<file path="src/rtl/ivs_onehot_enc_pend.sv">
// Slot-index to one-hot encoder with a 2-entry skid buffer and a sticky pending-slot mask.
// Optional duplicate-set pulse on dup_err when IVS_ONEHOT_ENC_DUP_ERR_EN is defined.
module ivs_onehot_enc_pend #(
  parameter  int W = 5,
  localparam int N = 2**W
) (
  input  logic         clk,
  input  logic         rst,
  input  logic         idx_vld,
  input  logic [W-1:0] idx,
  output logic         idx_rdy,
  output logic         oh_vld,
  output logic [N-1:0] oh,
  input  logic         oh_rdy,
  input  logic [N-1:0] clr,
  output logic [N-1:0] pend,
  output logic         pend_any,
  output logic         dup_err
);

  function automatic logic [N-1:0] onehot_f(input logic [W-1:0] i);
    logic [N-1:0] v;
    v    = {N{1'b0}};
    v[i] = 1'b1;
    return v;
  endfunction

  logic [W-1:0] buf_r [2];
  logic         wr_ptr_r, rd_ptr_r;
  logic [1:0]   cnt_r, cnt_nxt_s;
  logic         rdy_r;
  logic         oh_vld_r;
  logic [N-1:0] oh_r, pend_r, pend_nxt_s, set_vec_s;
  logic         pend_any_r;
  logic         in_xfer_s, has_buf_s, load_s, rd_s, wr_s;
  logic [W-1:0] src_idx_s;

  // Source selection, buffer bookkeeping and pending-mask next state
  always_comb begin
    in_xfer_s = idx_vld & rdy_r;
    has_buf_s = (cnt_r != 2'd0);
    if (has_buf_s) begin
      src_idx_s = buf_r[rd_ptr_r];
    end else begin
      src_idx_s = idx;
    end
    load_s = (~oh_vld_r | oh_rdy) & (has_buf_s | in_xfer_s);
    rd_s   = load_s & has_buf_s;
    // An index that bypasses straight into the output stage never occupies the buffer
    wr_s   = in_xfer_s & ~(load_s & ~has_buf_s);
    if (load_s) begin
      set_vec_s = onehot_f(src_idx_s);
    end else begin
      set_vec_s = {N{1'b0}};
    end
    pend_nxt_s = (pend_r & ~clr) | set_vec_s;
    case ({wr_s, rd_s})
      2'b10:   cnt_nxt_s = cnt_r + 2'd1;
      2'b01:   cnt_nxt_s = cnt_r - 2'd1;
      default: cnt_nxt_s = cnt_r;
    endcase
  end

  // Buffer storage, pointers, count and registered ready
  always_ff @(posedge clk or posedge rst) begin
    if (rst) begin
      buf_r[0] <= {W{1'b0}};
      buf_r[1] <= {W{1'b0}};
      wr_ptr_r <= 1'b0;
      rd_ptr_r <= 1'b0;
      cnt_r    <= 2'd0;
      rdy_r    <= 1'b1;
    end else begin
      if (wr_s) begin
        buf_r[wr_ptr_r] <= idx;
        wr_ptr_r        <= ~wr_ptr_r;
      end
      if (rd_s) begin
        rd_ptr_r <= ~rd_ptr_r;
      end
      cnt_r <= cnt_nxt_s;
      rdy_r <= (cnt_nxt_s != 2'd2);
    end
  end

  // Output stage and sticky pending mask
  always_ff @(posedge clk or posedge rst) begin
    if (rst) begin
      oh_vld_r   <= 1'b0;
      oh_r       <= {N{1'b0}};
      pend_r     <= {N{1'b0}};
      pend_any_r <= 1'b0;
    end else begin
      if (load_s) begin
        oh_r     <= set_vec_s;
        oh_vld_r <= 1'b1;
      end else if (oh_rdy) begin
        oh_vld_r <= 1'b0;
      end
      pend_r     <= pend_nxt_s;
      pend_any_r <= |pend_nxt_s;
    end
  end

`ifdef IVS_ONEHOT_ENC_DUP_ERR_EN
  logic dup_r;

  // Flag a load whose slot bit survives this cycle's clear
  always_ff @(posedge clk or posedge rst) begin
    if (rst) begin
      dup_r <= 1'b0;
    end else begin
      dup_r <= load_s & (|(set_vec_s & pend_r & ~clr));
    end
  end

  assign dup_err = dup_r;
`else
  assign dup_err = 1'b0;
`endif

  assign idx_rdy  = rdy_r;
  assign oh_vld   = oh_vld_r;
  assign oh       = oh_r;
  assign pend     = pend_r;
  assign pend_any = pend_any_r;

endmodule

</file>
<file path="config.mk">
export PLATFORM = sky130hd
export DESIGN_NAME = ivs_onehot_enc_pend
export DESIGN_NICKNAME = d
export VERILOG_FILES = /design/src/rtl/ivs_onehot_enc_pend.sv
export SDC_FILE = /design/constraint.sdc
export NUM_CORES = 1
export LEC_CHECK = 0
export BUFFER_PORTS_ARGS = -buffer_cell sky130_fd_sc_hd__buf_2
export CORE_ASPECT_RATIO = 1.4
export CORE_MARGIN = 2
export CORE_UTILIZATION = 45
export CTS_BUF_LIST = sky130_fd_sc_hd__clkbuf_8
export CTS_CLUSTER_DIAMETER = 30
export DETAILED_ROUTE_END_ITERATION = 8
export GPL_ROUTABILITY_DRIVEN = 0
export PLACE_DENSITY_LB_ADDON = 0.15
export SLEW_MARGIN = 5
export SYNTH_ARGS = -nofsm -noshare
export SYNTH_HDL_FRONTEND = slang
export SYNTH_SLANG_ARGS = --single-unit
export TNS_END_PERCENT = 1
</file>
<file path="constraint.sdc">
create_clock -name clk -period 2.9 [get_ports clk]
set_input_delay 0.145 -clock clk [delete_from_list [all_inputs] [get_ports clk]]
set_output_delay 0.145 -clock clk [all_outputs]
set_load 0.01 [all_outputs]
</file>
Word-level counts from Yosys, hierarchy flattened
Cells that the tools add are included.
Storage, ports and cells
  bits in registers: 81
  output and inout port bits: 68
Operators by class
  add/sub/neg operators: 2
  $lt $le $gt $ge: 5
  equality and inequality tests: 3
  muxes and demuxes: 13
  bitwise gates (word level): 17
  reductions and logical operators: 5
Operator list (number)
  bitwise AND 32 bit: 1
  two-way mux 32 bit: 1
  NOT 32 bit: 1
  OR 32 bit: 1
  OR reduction 32 bit: 1
  two-way mux 5 bit: 5
  bitwise mux 10 bit: 1
  less-than comparator 5 x 6 -> 1 bit (second input constant): 1
  bitwise AND 1 bit: 5
  demux 1 bit (select 5 bit): 1
  demux 5 bit (select 1 bit): 1
  >= comparator 5 x 1 -> 1 bit (second input constant): 1
  NOT 1 bit: 5
  >= comparator 2 bit (second input constant): 2
  NOT 1 -> 2 bit: 2
  one-hot mux 2 bit (2 select lines): 1
  nonzero test 2 bit: 2
  two-way mux 1 bit: 3
  adder 2 x 1 -> 2 bit (second input constant): 1
  equality test 2 x 1 -> 1 bit (second input constant): 1
  equality test 2 bit (second input constant): 1
  logical AND 1 bit: 2
  less-than comparator 2 x 1 -> 1 bit (second input constant): 1
  inequality test 2 bit (second input constant): 1
  other kinds (2): 3

Longest topological paths before layout
Gate-level depths: netlist of run 1.
  word-level depth: 12
  depth in mapped cells: 11

Worst setup path before layout of run 1
Ideal clock, no wire load.
  path kind: reg-to-reg
  start: reg cnt_r[0]
  end: reg pend_any_r, in the netlist pend_any
  setup time: 0.140 ns
  arrival: 1.859 ns
  required time: 2.760 ns
  path slack: 0.901 ns
  stages on the path, launching flop included: 11
  period minus slack after synthesis: 1.999 ns
  path through: dfrtp_1 -> buf_6 -> or2_1 -> buf_6 -> a21o_1 -> and3_1 -> clkbuf_2 -> a2bb2oi_1 -> nand4_1 -> nor4_1 -> nand4_1
Between the ends
  word-level cells in the longest chain between the ends: 9
  elaborated cells on any way between the ends: 12
RTL lines
  from (decl): RTL line 30  | logic [1:0] cnt_r, cnt_nxt_s;
  from (signal assigned): RTL line 81  | cnt_r <= cnt_nxt_s;
  nonzero test 2 bit (*): RTL line 41  | has_buf_s = (cnt_r != 2'd0);
  two-way mux 5 bit: RTL line 42  | if (has_buf_s) begin
  less-than comparator 5 x 6 -> 1 bit (not written as such) / >= comparator 5 x 1 -> 1 bit (equally long branches): RTL line 24  | v[i] = 1'b1;
  logical AND 1 bit (not written as such): RTL line 24
  two-way mux 1 bit (not written as such): RTL line 24
  demux 1 bit (select 5 bit): RTL line 24
  two-way mux 32 bit (*): RTL line 51  | if (load_s) begin
  OR 32 bit (*): RTL line 56  | pend_nxt_s = (pend_r & ~clr) | set_vec_s;
  OR reduction 32 bit (*): RTL line 101  | pend_any_r <= |pend_nxt_s;
  to (signal assigned): RTL line 101
  to (decl): RTL line 34  | logic pend_any_r;
Every way passes the cells marked *; elsewhere a longest branch is shown, timed or not.
A chain may end at the register's enable or synchronous reset.

Worst setup path in the final report of run 1
Ends and elaborated chain as after synthesis.

==> results.ini, run 1 <==
[yosys]
fraction_of_synthesized_cell_area_taken_by_the_top_area_cell_type_pct = 57.1
library_cells_used_by_synthesis = 40
area_of_the_mapped_netlist_sq_um = 3500
synth.yosys.seq_area_share_pct = 57.9
synthesized_netlist_cell_count = 346
syn-mean-instance-area_sq_um = 10.1
synth-main-ff-cell = dfrtp_1
synth_largest_area_cell = dfrtp_1
synth_commonest_cells = 87 x nand2_1, 80 x dfrtp_1, 51 x inv_1
synth_async_sr_flop_share_pct = 100
synth_edf_count = 0
synth.net_count = 388
netlist_top_cells_area = dfrtp_1 57%, nand2_1 9.3%, inv_1 5.5%
yosysMostFrequentCell = nand2_1
yosys_warnings = 0
synth_seq_cells = 81

[floorplan]
chipWidth_microns = 78.6
design.portCount = 109
floorplan.initialDensity_pct = 45.8
rows = 38
die_height_microns = 108
core_sq_um = 7650
die_area_sq_um = 8520

[sta]
max-slew-margin-rel_pct = 25.4
timing.final.setup_violations = 0
grt_setup_unrepaired = false
tightest_slew_ns = 1.12
setup-tns-final_ns = 0
final_max_slew_viol_count = 0
clock_skew_ns = 0.00862
clock.fmax_mhz = 396
finalHoldViolCount = 0
layout_worst_path_cycle_share_pct = 87.1
post-route-min-period_ns = 2.53

[drt]
first_pass_iters = 4
drt-wirelength-per-cell_microns = 15.5
drtAntennaViolNets = 0
via_density_per_instance = 4.96
drt_drc_violations_left = 0
totalWireLength_mm = 8.87
number_of_violations_reported_at_the_end_of_detailed_routing_iteration_0 = 165
routed-via-count = 2832

[setup_path]
critical_path_peak_fanout = 10
signal_arrival_time_at_the_worst_endpoint_ns = 2.75
cp-end-kind = register
worst_ep_required_time_ns = 3.12
setup.worst_path.class = reg2reg
critPathLaunchType = register

[clocking]
cts.htree.levels = 3
clockBufferDepth = 2
post_cts_resized = 0
cts.reportedPaths.clkPinSlew_ns = 0.07
cts_made_buffers = 9
tritoncts = done
worst_skew_pair.late_latency_ns = 0.36
numClockSinks = 81
cts.root.buffer_cell = clkbuf_8
post-cts-setup-buffers = 0

[power]
power.leakage_nw = 2.55
worst_ir_drop_vdd_v = 0.000676
cellPowerDensity_nw_per_um2 = 1070
design_power_total_mw = 4.72

[cells_and_area]
area_delta_synth_final_pct = 26.0
finish.net_count = 508
n_antenna_cell = 0
fraction_of_final_layout_cells_with_drive_strength_greater_than_1_pct = 32.9

[grt]
grt_max_degree = 67
gr-total-overflow = 0
grt_pass1_wl_mm = 13.9
busiest_layer = met2
grtUsageTotal_pct = 21.8
grt_pass1_vias = 2760
met3_usage_pct = 5.51
grt_use_met1_pct = 27.7
use_met2_pct = 35.6
antenna_violations_before_repair = 0

[job]
cap_violations = 0

[run_status]
status = completed

[place]
port_buffers = 107
detail_placement_hpwl_mm = 6.54

[hold_path]
hold_path.class = in2async

-- worst max-delay path: stages, from the launching register on --
cell and delay (ns):
dfrtp_1 0.47, or2_1 0.42, a21oi_4 0.28, nor3_2 0.07, buf_4 0.18, a221oi_1 0.30, nand4b_1 0.14, nor4_1 0.38
nand4_1 0.14
-- cells in the final DEF, fill, tap and decap left out, types with 6 or more instances in the layout --
master	count
buf_2	107
dlygate4sd3_1	8
a2bb2oi_1	15
dfrtp_1	80
buf_4	10
inv_1	52
clkbuf_8	13
nor3_1	8
mux2_2	10
o21ai_0	10
nand2_1	87
nor2_1	6
-- registers in the layout, summed over array words and instances (netlist names) --
name / flops
pend: 32
buf_r: 10
wr_ptr_r: 1
oh: 32
cnt_r: 2
pend_any: 1
idx_rdy: 1
rd_ptr_r: 1
oh_vld: 1
-- timing repair --
item | in CTS | in global routing
hold endpoints to repair | 8 | 0
hold buffers | 8 | 0
setup endpoints to repair | 0 | 0
-- per-layer routing --
| layer | share of wire, % | wire length [microns] |
|---|---|---|
| met1 | 42 | 3690 |
| met2 | 51 | 4520 |
| met3 | 5.3 | 469 |
| met4 | 2.1 | 190 |
| met5 | 0 | 0 |
-- cell families after synthesis --
group / count (synthesis) / synth area share [%]
other: 1 / 0.107
adders and majority gates: 1 / 0.357
muxes: 15 / 4.64
DFF: 81 / 57.9
AOI/OAI and AO/OA: 49 / 10.7
buffers and inverters: 68 / 8.60
xor gates and xnor gates: 5 / 1.25
and+or+nand+nor: 126 / 16.5
-- stage by stage --
step           area [sq um]  hold slack (ns)  worst slack (ns)  std cells  util (%)
2_1_floorplan          3500            0.241             0.677        346         -
3_3_place_gp           4140            0.342             0.461        547      54.1
3_5_place_dp           4140            0.345             0.316        547      54.1
4_1_cts                4410          0.00246             0.337        571      57.7
5_1_grt                4410           0.0153            0.0920        571      57.7
6_report               4410          0.00770             0.375        571      57.7
-- power breakdown --
group / total [mW] / internal, mW / leakage, nW / switching (mW)
logic: 2.16 / 0.845 / 1.36 / 1.31
registers: 1.77 / 1.52 / 1.08 / 0.249
clock network: 0.789 / 0.399 / 0.104 / 0.390
-- path summary, 6_finish.rpt --
check	start	endpoint	slack (ns)	depth (start not counted)
setup / recovery	cnt_r[0]$_DFF_PP0_	pend_any$_DFF_PP0_	0.37	8
hold / removal	rst	buf_r[8]$_DFFE_PP0P_	0.008	2
setup reg to reg	cnt_r[0]$_DFF_PP0_	pend_any$_DFF_PP0_	0.37	8
hold reg to reg	oh[16]$_DFFE_PP0P_	oh[16]$_DFFE_PP0P_	0.47	2
max in group asynchronous	rst	pend[12]$_DFF_PP0_	2.11	3
min in group clk	clr[31]	pend[31]$_DFF_PP0_	0.02	2
-- layout make-up --
cell class | count | area, sq um
Tap cell | 100 | 125
Inverter | 52 | 196
Multi-Input combinational cell | 197 | 1180
Fill cell | 698 | 3240
Clock buffer | 13 | 179
Clock inverter | 3 | 15.0
Timing Repair Buffer | 125 | 691
Sequential cell | 81 | 2030
No activity file was read; power rests on OpenSTA's default activity.
==> inputs of run 2 (changes only) <==
--- a/config.mk
+++ b/config.mk
@@ -7,7 +7,7 @@
 export LEC_CHECK = 0
 export BUFFER_PORTS_ARGS = -buffer_cell sky130_fd_sc_hd__buf_2
 export CORE_ASPECT_RATIO = 1.4
-export CORE_MARGIN = 2
+export CORE_MARGIN = 4
 export CORE_UTILIZATION = 45
 export CTS_BUF_LIST = sky130_fd_sc_hd__clkbuf_8
 export CTS_CLUSTER_DIAMETER = 30
==> results.ini, run 2 (synthesized netlist as in run 1, its figures left out) <==
[setup_path]
endpoint = pend_any$_DFF_PP0_  ; unchanged
worst_ep_required_time_ns = 3.19  ; was 3.12 ns
cp-end-kind = register  ; unchanged
rrSetupSlack_ns = 0.46  ; was 0.37 ns
setup.worst_path.class = reg2reg  ; unchanged
reg2reg_to = pend_any$_DFF_PP0_  ; unchanged
critPathLaunchType = register  ; unchanged
path_cells = mux2i_1 > a21oi_4 > nor3_1 > nand2_1 > o21ai_0 > nor4_1 > nand4_1  ; was or2_1 > a21oi_4 > nor3_2 > buf_4 > a221oi_1 > nand4b_1 > nor4_1 > nand4_1
worst_r2r_path_depth = 7  ; was 8
worstSetupStartpoint = rd_ptr_r$_DFFE_PP0P_  ; was cnt_r[0]$_DFF_PP0_
worst_path_largest_cell_delay_ns = 0.67  ; was 0.47 ns
signal_arrival_time_at_the_worst_endpoint_ns = 2.73  ; was 2.75 ns
critical_path_peak_fanout = 8  ; was 10
cp_slowest_cell = nor3_1  ; was dfrtp_1
r2r-start = rd_ptr_r$_DFFE_PP0P_  ; was cnt_r[0]$_DFF_PP0_

[run_status]
status = completed  ; unchanged

[clocking]
holdBufCountCts = 10  ; was 8
cts_made_buffers = 9  ; unchanged
post_cts_resized = 0  ; unchanged
tritoncts = done  ; unchanged
worst_skew_pair.late_latency_ns = 0.35  ; was 0.36 ns
cts.htree.levels = 3  ; unchanged
cts.root.buffer_cell = clkbuf_8  ; unchanged
cts.reportedPaths.clkPinSlew_ns = 0.07  ; about the same
numClockSinks = 81  ; unchanged
post-cts-setup-buffers = 0  ; unchanged
clockBufferDepth = 2  ; unchanged

[drt]
first_pass_iters = 4  ; unchanged
number_of_violations_reported_at_the_end_of_detailed_routing_iteration_0 = 95  ; was 165
drt-wirelength-per-cell_microns = 16.2  ; was 15.5 microns
via_density_per_instance = 4.97  ; was 4.96
drt_drc_violations_left = 0  ; unchanged
drtAntennaViolNets = 0  ; unchanged
routed-via-count = 2818  ; was 2,832
totalWireLength_mm = 9.16  ; was 8.87 mm

[hold_path]
hold_path.class = in2reg  ; was in2async

[sta]
max-slew-margin-rel_pct = 48.0  ; was 25.4%
layout_worst_path_cycle_share_pct = 84.2  ; was 87.1%
post-route-min-period_ns = 2.44  ; was 2.53 ns
clock.fmax_mhz = 410  ; was 396 MHz
clock_skew_ns = 0.00922  ; was 0.00862 ns
grt_setup_unrepaired = false  ; unchanged
finalHoldViolCount = 0  ; unchanged
timing.final.setup_violations = 0  ; unchanged
tightest_slew_ns = 0.775  ; was 1.12 ns
final_max_slew_viol_count = 0  ; unchanged
holdWs_ns = 0.0209  ; was 0.00770 ns
setup-tns-final_ns = 0  ; unchanged

[cells_and_area]
n_antenna_cell = 0  ; unchanged
finish.net_count = 508  ; unchanged
num-fill-cells = 667  ; was 698
most_frequent_cells_in_the_layout = 107 x buf_2, 87 x nand2_1, 80 x dfrtp_1  ; unchanged
area_delta_synth_final_pct = 26.8  ; was 26.0%
fraction_of_final_layout_cells_with_drive_strength_greater_than_1_pct = 32.6  ; was 32.9%
final_common_cell = buf_2  ; unchanged

[floorplan]
die_height_microns = 112  ; was 108 microns
design.portCount = 109  ; unchanged
core_sq_um = 7450  ; was 7650 sq um
die_area_sq_um = 9280  ; was 8520 sq um
floorplan.initialDensity_pct = 47.0  ; was 45.8%
rows = 37  ; was 38
chipWidth_microns = 82.6  ; was 78.6 microns

[grt]
grtUsageTotal_pct = 21.3  ; was 21.8%
grt_pass1_wl_mm = 14.8  ; was 13.9 mm
grt_pass1_vias = 2968  ; was 2,760
grt_max_degree = 46  ; was 67
gr-total-overflow = 0  ; unchanged
antenna_violations_before_repair = 0  ; unchanged

[power]
cellPowerDensity_nw_per_um2 = 1080  ; was 1070 nW/um^2
worst_ir_drop_vdd_v = 0.000622  ; was 0.000676 V
power.leakage_nw = 2.55  ; about the same

[place]
detail_placement_hpwl_mm = 6.97  ; was 6.54 mm
port_buffers = 107  ; unchanged

[job]
cap_violations = 0  ; unchanged

run 2: worst max-delay path: cells and delay by family (launching register included):
kind / cells / cell delay, ns
DFF: 1 / 0.52
AOI/OAI and AO/OA: 2 / 0.33
and+or+nand+nor: 4 / 1.10
muxes: 1 / 0.42
run 2: report_power, final:
group          internal, mW  switching (mW)  total (mW)
sequential             1.52           0.248        1.77
combinational         0.840            1.30        2.14
clock                 0.477           0.401       0.878
total                  2.84            1.95        4.78
run 2: area by class of cell:
| class | instances | area [sq um] | area share (%) |
|---|---|---|---|
| inverters | 52 | 196 | 4.42 |
| repair buffers | 125 | 708 | 15.9 |
| clock inverters | 6 | 85.1 | 1.91 |
| multi-input cells | 197 | 1180 | 26.6 |
| clock buffers | 9 | 124 | 2.79 |
| well taps | 97 | 121 | 2.73 |
| flip-flops and latches | 81 | 2030 | 45.6 |
run 2: through the flow:
step | util, % | instance area [sq um] | setup slack (ns) | total power, mW | std cells
after global routing | 59.6 | 4440 | 0.215 | 5.14 | 567
after CTS | 59.6 | 4440 | 0.432 | 4.82 | 567
after detailed placement | 55.5 | 4130 | 0.455 | 3.93 | 542
final | 59.6 | 4440 | 0.459 | 4.78 | 567
after global placement | 55.5 | 4130 | 0.475 | 3.88 | 542
after floorplan | - | 3500 | 0.677 | 3.24 | 346
run 2: worst min path at each step:
stage / start / end / slack [ns] / cells after the start
floorplan: clr[11] / pend[11]$_DFF_PP0_ / 0.24 / 1
global placement: rst / pend[4]$_DFF_PP0_ / 0.26 / 2
detailed placement: rst / pend[4]$_DFF_PP0_ / 0.26 / 2
CTS: clr[9] / pend[9]$_DFF_PP0_ / 0.004 / 2
global route: clr[9] / pend[9]$_DFF_PP0_ / 0.03 / 2
finish: clr[17] / pend[17]$_DFF_PP0_ / 0.02 / 2
run 2: per-layer routing:
| layer | part of all wire [%] | track usage, % | vias to the layer above | wire (microns) |
|---|---|---|---|---|
| met5 | 0 | 0 | - | 0 |
| met4 | 1.5 | 6.65 | 0 | 138 |
| met3 | 6.4 | 5.54 | 12 | 588 |
| met2 | 52 | 36.3 | 89 | 4730 |
| met1 | 40 | 25.9 | 1355 | 3710 |
| li1 | - | - | 1362 | - |
